--- src/rtl/c_ctrl_pkg.sv ---
// Shared control definitions for the wait-merge join: FSM state encoding
// and the completion test used to decide when a round may fire.
package c_ctrl_pkg;

    localparam int MAX_CH = 16;

    typedef enum logic [1:0] {
        ST_COLLECT   = 2'd0,
        ST_FIRE      = 2'd1,
        ST_WAIT_FREE = 2'd2
    } state_t;

    // Channels beyond N_CH must be passed with mask=0 so they count as arrived.
    // An all-zero mask never completes, so a fully disabled join stays idle.
    function automatic logic all_arrived(input logic [MAX_CH-1:0] arrived,
                                         input logic [MAX_CH-1:0] mask);
        return (&(arrived | ~mask)) && (|mask);
    endfunction

endpackage

--- src/rtl/c_merge_slot.sv ---
// One channel of the wait-merge: arrival flag plus the data captured on the
// first accepted drive of the round.
module c_merge_slot #(
    parameter int DATA_WIDTH = 32
) (
    input  logic                  clk,
    input  logic                  rst,
    input  logic                  accept,
    input  logic                  clear,
    input  logic [DATA_WIDTH-1:0] data_in,
    output logic                  arrived,
    output logic [DATA_WIDTH-1:0] data,
    output logic                  dup_err
);

    logic                  arrived_reg;
    logic [DATA_WIDTH-1:0] data_reg;

    always_ff @(posedge clk) begin
        if (rst) begin
            arrived_reg <= 1'b0;
            data_reg    <= '0;
        end else if (clear) begin
            arrived_reg <= 1'b0;
        end else if (accept && !arrived_reg) begin
            arrived_reg <= 1'b1;
            data_reg    <= data_in;
        end
    end

    // A second drive in the same round is dropped and flagged upstream.
    assign dup_err = accept & arrived_reg;
    assign arrived = arrived_reg;
    assign data    = data_reg;

endmodule

--- src/rtl/c_wait_merge_n_d.sv ---
// N-way wait-merge: collects one drive per enabled channel, fires a single
// merged drive downstream, then releases every enabled channel on free.
module c_wait_merge_n_d
    import c_ctrl_pkg::*;
#(
    parameter int N_CH       = 2,
    parameter int DATA_WIDTH = 32
) (
    input  logic                       clk,
    input  logic                       rst,
    input  logic [N_CH-1:0]            i_drive,
    input  logic [N_CH*DATA_WIDTH-1:0] i_data,
    input  logic [N_CH-1:0]            i_mask,
    output logic [N_CH-1:0]            o_free,
    output logic                       o_drive_next,
    input  logic                       i_free_next,
    output logic [N_CH*DATA_WIDTH-1:0] o_data,
    output logic                       o_err
);

    localparam int DW = DATA_WIDTH;

    state_t state_reg, state_next;

    logic                 in_collect;
    logic [N_CH-1:0]      accept;
    logic [N_CH-1:0]      new_arr;
    logic [N_CH-1:0]      arrived;
    logic [N_CH-1:0]      dup_err;
    logic [N_CH*DW-1:0]   slot_data;
    logic [N_CH*DW-1:0]   merged;
    logic [MAX_CH-1:0]    arr_ext;
    logic [MAX_CH-1:0]    mask_ext;
    logic                 all_done;
    logic                 fire;
    logic                 release_ch;
    logic                 err_event;

    logic [N_CH-1:0]      en_q_reg;
    logic [N_CH-1:0]      free_reg;
    logic                 drive_next_reg;
    logic [N_CH*DW-1:0]   data_out_reg;
    logic                 err_reg;

    assign in_collect = (state_reg == ST_COLLECT);
    assign accept     = i_drive & i_mask & {N_CH{in_collect}};
    assign new_arr    = accept & ~arrived;

    generate
        for (genvar gi = 0; gi < N_CH; gi++) begin : g_slot
            c_merge_slot #(.DATA_WIDTH(DW)) u_slot (
                .clk     (clk),
                .rst     (rst),
                .accept  (accept[gi]),
                .clear   (release_ch),
                .data_in (i_data[gi*DW +: DW]),
                .arrived (arrived[gi]),
                .data    (slot_data[gi*DW +: DW]),
                .dup_err (dup_err[gi])
            );

            // Bypass the slot register so the last arrival's data rides the fire edge.
            assign merged[gi*DW +: DW] = !i_mask[gi] ? '0 :
                                         new_arr[gi] ? i_data[gi*DW +: DW] :
                                                       slot_data[gi*DW +: DW];
        end
    endgenerate

    always_comb begin
        arr_ext  = '0;
        mask_ext = '0;
        arr_ext[N_CH-1:0]  = arrived | new_arr;
        mask_ext[N_CH-1:0] = i_mask;
    end

    assign all_done = all_arrived(arr_ext, mask_ext);

    always_ff @(posedge clk) begin
        if (rst) state_reg <= ST_COLLECT;
        else     state_reg <= state_next;
    end

    always_comb begin
        state_next = state_reg;
        fire       = 1'b0;
        release_ch = 1'b0;
        case (state_reg)
            ST_COLLECT: begin
                if (all_done) begin
                    state_next = ST_FIRE;
                    fire       = 1'b1;
                end
            end
            ST_FIRE: begin
                state_next = ST_WAIT_FREE;
            end
            ST_WAIT_FREE: begin
                if (i_free_next) begin
                    state_next = ST_COLLECT;
                    release_ch = 1'b1;
                end
            end
            default: state_next = ST_COLLECT;
        endcase
    end

    assign err_event = (|dup_err)
                     | (!in_collect && (|i_drive))
                     | (in_collect && i_free_next);

    always_ff @(posedge clk) begin
        if (rst) begin
            en_q_reg       <= '0;
            free_reg       <= '0;
            drive_next_reg <= 1'b0;
            data_out_reg   <= '0;
            err_reg        <= 1'b0;
        end else begin
            drive_next_reg <= fire;
            free_reg       <= release_ch ? en_q_reg : '0;
            if (fire) begin
                en_q_reg     <= i_mask;
                data_out_reg <= merged;
            end
            if (err_event) err_reg <= 1'b1;
        end
    end

    assign o_free       = free_reg;
    assign o_drive_next = drive_next_reg;
    assign o_data       = data_out_reg;
    assign o_err        = err_reg;

endmodule

--- config.mk ---
export PLATFORM = sky130hd
export DESIGN_NAME = c_wait_merge_n_d
export DESIGN_NICKNAME = d
export VERILOG_FILES = /design/src/rtl/c_ctrl_pkg.sv /design/src/rtl/c_merge_slot.sv /design/src/rtl/c_wait_merge_n_d.sv
export SDC_FILE = /design/constraint.sdc
export NUM_CORES = 1
export LEC_CHECK = 0
export BUFFER_PORTS_ARGS = -buffer_cell sky130_fd_sc_hd__buf_2
export CAP_MARGIN = 20
export CORE_MARGIN = 10
export CORE_UTILIZATION = 51
export CTS_CLUSTER_DIAMETER = 120
export DETAILED_ROUTE_END_ITERATION = 10
export PLACE_DENSITY = 0.82
export RECOVER_POWER = 25
export SETUP_SLACK_MARGIN = 0.3
export SLEW_MARGIN = 30
export SYNTH_ARGS = -nofsm -noshare
export SYNTH_HDL_FRONTEND = slang
export SYNTH_SLANG_ARGS = --single-unit
--- constraint.sdc ---
create_clock -name clk -period 2.1 [get_ports clk]
set_clock_uncertainty 0.1 [all_clocks]
set_input_delay 0.105 -clock clk [delete_from_list [all_inputs] [get_ports clk]]
set_output_delay 0.105 -clock clk [all_outputs]
set_load 0.05 [all_outputs]
Word-level counts from Yosys, hierarchy flattened

Cells that the tools add are included.

$add $sub $neg: 0
Multiply operators: 0
Div/mod/pow operators: 0
Magnitude comparators: 0
Equality and inequality tests: 4
Shifts and indexed selects: 0
Multiplexer cells: 11
Bitwise logic cells: 12
Reduce and logical (&&, ||, !) cells: 18

Operators by type and width:

| cell                 | number |
|---|---|
| $mux W32             | 4 |
| $not A2 Y16          | 1 |
| $or A2 B16 Y16       | 1 |
| $reduce_and A16 Y1   | 1 |
| $reduce_or A2 Y1     | 5 |
| $and A2 B2 Y2        | 3 |
| $pmux W2 S3          | 1 |
| $reduce_and A2 Y1    | 3 |
| $logic_and A1 B1 Y1  | 5 |
| $mux W1              | 4 |
| $mux W2              | 2 |
| $logic_not A1 Y1     | 3 |
| $and A1 B1 Y1        | 2 |
| $eq A2 B1 Y1 const B | 1 |
| $eq A2 B2 Y1 const B | 1 |
| $logic_not A2 Y1     | 1 |
| $ne A2 B1 Y1 const B | 1 |
| $ne A2 B2 Y1 const B | 1 |
| $not A2 Y2           | 1 |
| $or A1 B1 Y1         | 2 |
| $or A2 B2 Y2         | 1 |
| $not A1 Y1           | 1 |

Register bits: 138
Latch bits: 0
Memory bits (writable): 0
ROM bits: 0
Input port bits: 71
Word-level logic and storage cells: 55
Memories: 0

Longest topological paths before layout

Word-level depth: 9
Mapped depth: 6
Mapped depth without buffers: 4

Cells and area by module

Synthesis repeated with hierarchy kept, for this count alone.

Cells, all modules: 544
Area, all modules: 6175.9 µm²

Modules (own cells, without submodules):

| module           | times used | cells an instance | area an instance (µm²) |
|---|---|---|---|
| c_wait_merge_n_d | 1          | 256               | 3158.0 |
| c_merge_slot     | 2          | 144               | 1508.9 |

Least setup slack after synthesis

OpenSTA, ideal clock, no wires.

Kind: register to register
From: register state_reg[1]
To: register data_out_reg[10] (netlist: o_data[10])
Library setup time: 132 ps
Data arrival time: 1554 ps
Setup slack: 315 ps
Stages on the path, launching flop included: 7
Path buffers: 2
Clock period less this slack: 1785 ps
Path through: dfxtp_1 > or2_1 > buf_6 > nor3_4 > buf_8 > mux2i_1 > o2bb2ai_2

Cells in the longest elaborated chain, start to end: 9

Ends and longest elaborated chain:

| what                     | line                                           | source |
|---|---|---|
| start: declaration       | c_wait_merge_n_d.sv:23                         | `state_t state_reg, state_next;` |
| start signal: assignment | c_wait_merge_n_d.sv:80                         | `else state_reg <= state_next;` |
| $logic_not A2 Y1 *       | c_wait_merge_n_d.sv:45, c_wait_merge_n_d.sv:87 |  |
| $and A2 B2 Y2            | c_wait_merge_n_d.sv:46                         | `assign accept = i_drive & i_mask & {N_CH{in_collect}};` |
| $and A2 B2 Y2            | c_wait_merge_n_d.sv:47                         | `assign new_arr = accept & ~arrived;` |
| $or A2 B2 Y2             | c_wait_merge_n_d.sv:72                         | `arr_ext[N_CH-1:0] = arrived \| new_arr;` |
| $or A2 B16 Y16           | c_ctrl_pkg.sv:17                               | `return (&(arrived \| ~mask)) && (\|mask);` |
| $reduce_and A16 Y1       | c_ctrl_pkg.sv:17                               |  |
| $logic_and A1 B1 Y1      | c_ctrl_pkg.sv:17                               |  |
| $mux W1                  | c_wait_merge_n_d.sv:89                         | `if (all_done) begin` |
| $mux W1                  | c_wait_merge_n_d.sv:87                         | `case (state_reg)` |
| end signal: assignment   | c_wait_merge_n_d.sv:123                        | `data_out_reg <= merged;` |
| end: declaration         | c_wait_merge_n_d.sv:42                         | `logic [N_CH*DW-1:0] data_out_reg;` |

Mark *: on every way between the ends. The rest lies on a longest branch, timed or not.
A chain may end at the register's enable or synchronous reset.

Final worst setup path

From: register state_reg[0]
To: register g_slot[0].u_slot.data_reg[2]

Cells in the longest elaborated chain, start to end: 4

Ends and longest elaborated chain:

| what                                                               | line                                           | source |
|---|---|---|
| $eq A2 B2 Y1 / $logic_not A2 Y1 (equally long branches)            | c_wait_merge_n_d.sv:87, c_wait_merge_n_d.sv:45 |  |
| $mux W1 / $and A2 B2 Y2 (equally long branches)                    | c_wait_merge_n_d.sv:87, c_wait_merge_n_d.sv:46 |  |
| $not A1 Y1 (no line) / $logic_and A1 B1 Y1 (equally long branches) | n/a                                            |  |
| $reduce_and A2 Y1 (no line) *                                      | n/a                                            |  |
| end signal: assignment                                             | c_merge_slot.sv:27                             | `data_reg <= data_in;` |
| end: declaration                                                   | c_merge_slot.sv:17                             | `logic [DATA_WIDTH-1:0] data_reg;` |

Marks and branches as above.

==> summary.md <==
| Metric | Value |
|---|---|
| Max Cap Violations | 0 |
| Final Hold Viols | 0 |
| Vias in the first global route | 4186 |
| DR iter-0 viols | 216 |
| CP Cell Sequence | or2_4 -> nor3_4 -> buf_6 -> clkbuf_16 -> mux2i_4 -> nor2_1 |
| Slowest-stage cell, CP | dfxtp_4 |
| DRT antenna net count | 0 |
| Finish-stage setup viols | 0 |
| Routed len/inst | 18.9 microns |
| Max IR drop VDD | 0.593 mV |
| Diode count | 0 |
| RSZ-0062 raised after global routing | true |
| Crit. End Element | flop |
| Status | finished clean |
| Clock slew at reported path FFs | 60 ps |
| First drt pass iteration count | 4 |
| WP buf/inv | 2 |
| Via-per-instance ratio | 5.26 |
| Row count | 36 |
| Residual DRC | 0 |
| Initial antenna violation count | 0 |
| Syn-to-layout area delta | 50.6% |
| Die Y | 119 microns |
| Post-Syn Area | 4980 sq um |
| TNS Setup | 0 ps |
| Die ar. | 14100 sq um |
| Post-synthesis sequential area ratio | 55.5% |
| Critical path startpoint category | flop |
| CORE AREA | 9640 sq um |
| Most frequent cells in the layout | dfxtp_1 (136), buf_2 (93), nor2_1 (74) |
| Final Wtd Congestion | 0.819 |
| First-pass GRT wire length | 21900 microns |
| Routed Wire Length | 14600 microns |
| Worst min-delay path category | in -> reg |
| H-Tree Depth | 4 |
| Syn Inst Count | 406 |
| Average cell area after synthesis | 12.3 sq um |
| CTS tree | yes |
| # fillers | 612 |
| Clk Latency, worst-skew pair | 510 ps |
| Pins Over Slew Limit | 0 |
| DP HPWL | 8020 microns |
| Clock Tree Root | clkbuf_8 |
| Commonest non-fill, non-tap cell in the layout | dfxtp_1 |
| PortBufs | 138 |
| Pleak | 2.90 nW |
| NumNets Final | 695 |
| Max Fclk | 551 MHz |
| Max Fanout on Critical Path | 8 |
| Delay-heaviest family, CP | simple AND/OR/NAND/NOR gates |
| Crit path time final | 1820 ps |
| Dpl cells | 656 |
| FF+latch count, synth | 138 |
| YS warnings | 0 |
| Share of layout cells above drive strength 1 | 36.4% |
| Non-filler cells, final | 770 |
| WS Path Type | reg -> reg |
| Top Ports | 139 |
| Library cells used by synthesis | 31 |
| CP Data Arrival Time | 2070 ps |
| Total CTS buffers | 17 |
| Total number of vias | 4050 |
| Starting Density | 51.7% |
| Setup slack, reg-to-reg | 280 ps |
| Required time of the critical path | 2360 ps |
| P per Cell Area | 928 nW/um^2 |
| Worst slew pin tran | 865 ps |
| Slew headroom | 42.3% |
| Slowest stage delay, CP | 350 ps |
| Final global-route overflow total | 0 |
| Fin crit share | 86.4% |
| Max clock buf depth | 2 |
| Chip width | 119 microns |
| GRT Resource Usage Total | 18.9% |
| Syn_nets | 477 |
| Clock sinks | 138 |
| Largest net degree at the start of global routing | 73 |
[what timing repair did]
| action | CTS | global route |
|---|---|---|
| setup endpoints to repair | 119 | 121 |
| pin swaps | 1 | 13 |
| endpoints found under the hold margin | 138 | 0 |
| hold buffers | 71 | 0 |
| gates resized for setup | 5 | 52 |
| cloned | 1 | 4 |
| buffers inserted | 2 | 4 |
[power by group]
| part | internal, W | switching, W |
|---|---|---|
| combinational | 0.000441 | 0.000590 |
| sequential | 0.00274 | 0.0000737 |
| clock | 0.00202 | 0.00109 |
| total | 0.00520 | 0.00176 |
[synth_stat cells (all sizes together)]
library cell / count / area share, %
nor4: 1 / 0.13
nor2: 74 / 5.6
or2: 2 / 0.25
nand3: 3 / 0.30
nor3b: 1 / 0.15
nor4b: 1 / 0.18
a21oi: 8 / 1.1
inv: 2 / 0.15
dfxtp: 138 / 55
o21ai: 2 / 0.20
nand3b: 1 / 0.15
a221oi: 1 / 0.18
mux2i: 65 / 13
and3b: 2 / 0.35
buf: 18 / 3.1
nand4b: 1 / 0.18
a31oi: 1 / 0.13
nor3: 3 / 0.75
o2bb2ai: 64 / 17
clkbuf: 11 / 0.83
o22ai: 1 / 0.13
o21bai: 1 / 0.15
nand2: 5 / 0.38
[layer usage]
layer	GRT usage (%)	wire, microns	vias to the layer above
li1	-	-	1899
met1	22.0	5840	1963
met3	6.85	750	34
met4	7.25	402	0
met5	0	0	-
met2	31.3	7560	154
[layout make-up]
| class | count | area [sq um] | area share (%) |
|---|---|---|---|
| clock buffer | 21 | 459 | 6.12 |
| clock inverter | 11 | 168 | 2.24 |
| inverter | 2 | 7.51 | 0.100 |
| multi-input combinational | 237 | 2310 | 30.8 |
| sequential | 138 | 2770 | 36.9 |
| tap | 133 | 166 | 2.22 |
| timing repair buffer | 228 | 1620 | 21.6 |
[final timing paths]
check / end / start / cells past startpoint
hold / removal: g_slot[1].u_slot.data[22]$_SDFFE_PP0P_ / i_data[54] / 4
setup reg to reg: g_slot[0].u_slot.data[2]$_SDFFE_PP0P_ / state_reg[0]$_SDFFE_PP0P_ / 6
setup / recovery: g_slot[0].u_slot.data[2]$_SDFFE_PP0P_ / state_reg[0]$_SDFFE_PP0P_ / 6
hold reg to reg: o_free[0]$_SDFF_PP0_ / en_q_reg[0]$_SDFFE_PP0P_ / 2
[logic make-up (layout without fill, tap and decap cells)]
family,after synthesis,after routing,synth area share [%]
buffers and inverters,31,262,4.04
muxes,65,65,13.1
DFF,138,138,55.5
and+or+nand+nor,94,94,8.39
AOI/OAI and AO/OA,78,78,19.0
[stage by stage]
step,hold WS (ps),utilization [%],setup WS [ps],power [W],instance area (sq um)
2_1_floorplan,172,-,315,0.00341,4980
6_report,296,77.8,285,0.00696,7500
3_5_place_dp,279,60.0,169,0.00362,5780
5_1_grt,296,77.8,237,0.00719,7500
3_3_place_gp,260,60.0,252,0.00359,5780
4_1_cts,275,74.5,292,0.00683,7180
[worst register-to-register path: stages, from the launching register on]
cell	delay (ps)
dfxtp_4	350
or2_4	300
nor3_4	230
buf_6	150
clkbuf_16	200
mux2i_4	260
nor2_1	80
No activity file was read; power rests on OpenSTA's default activity.
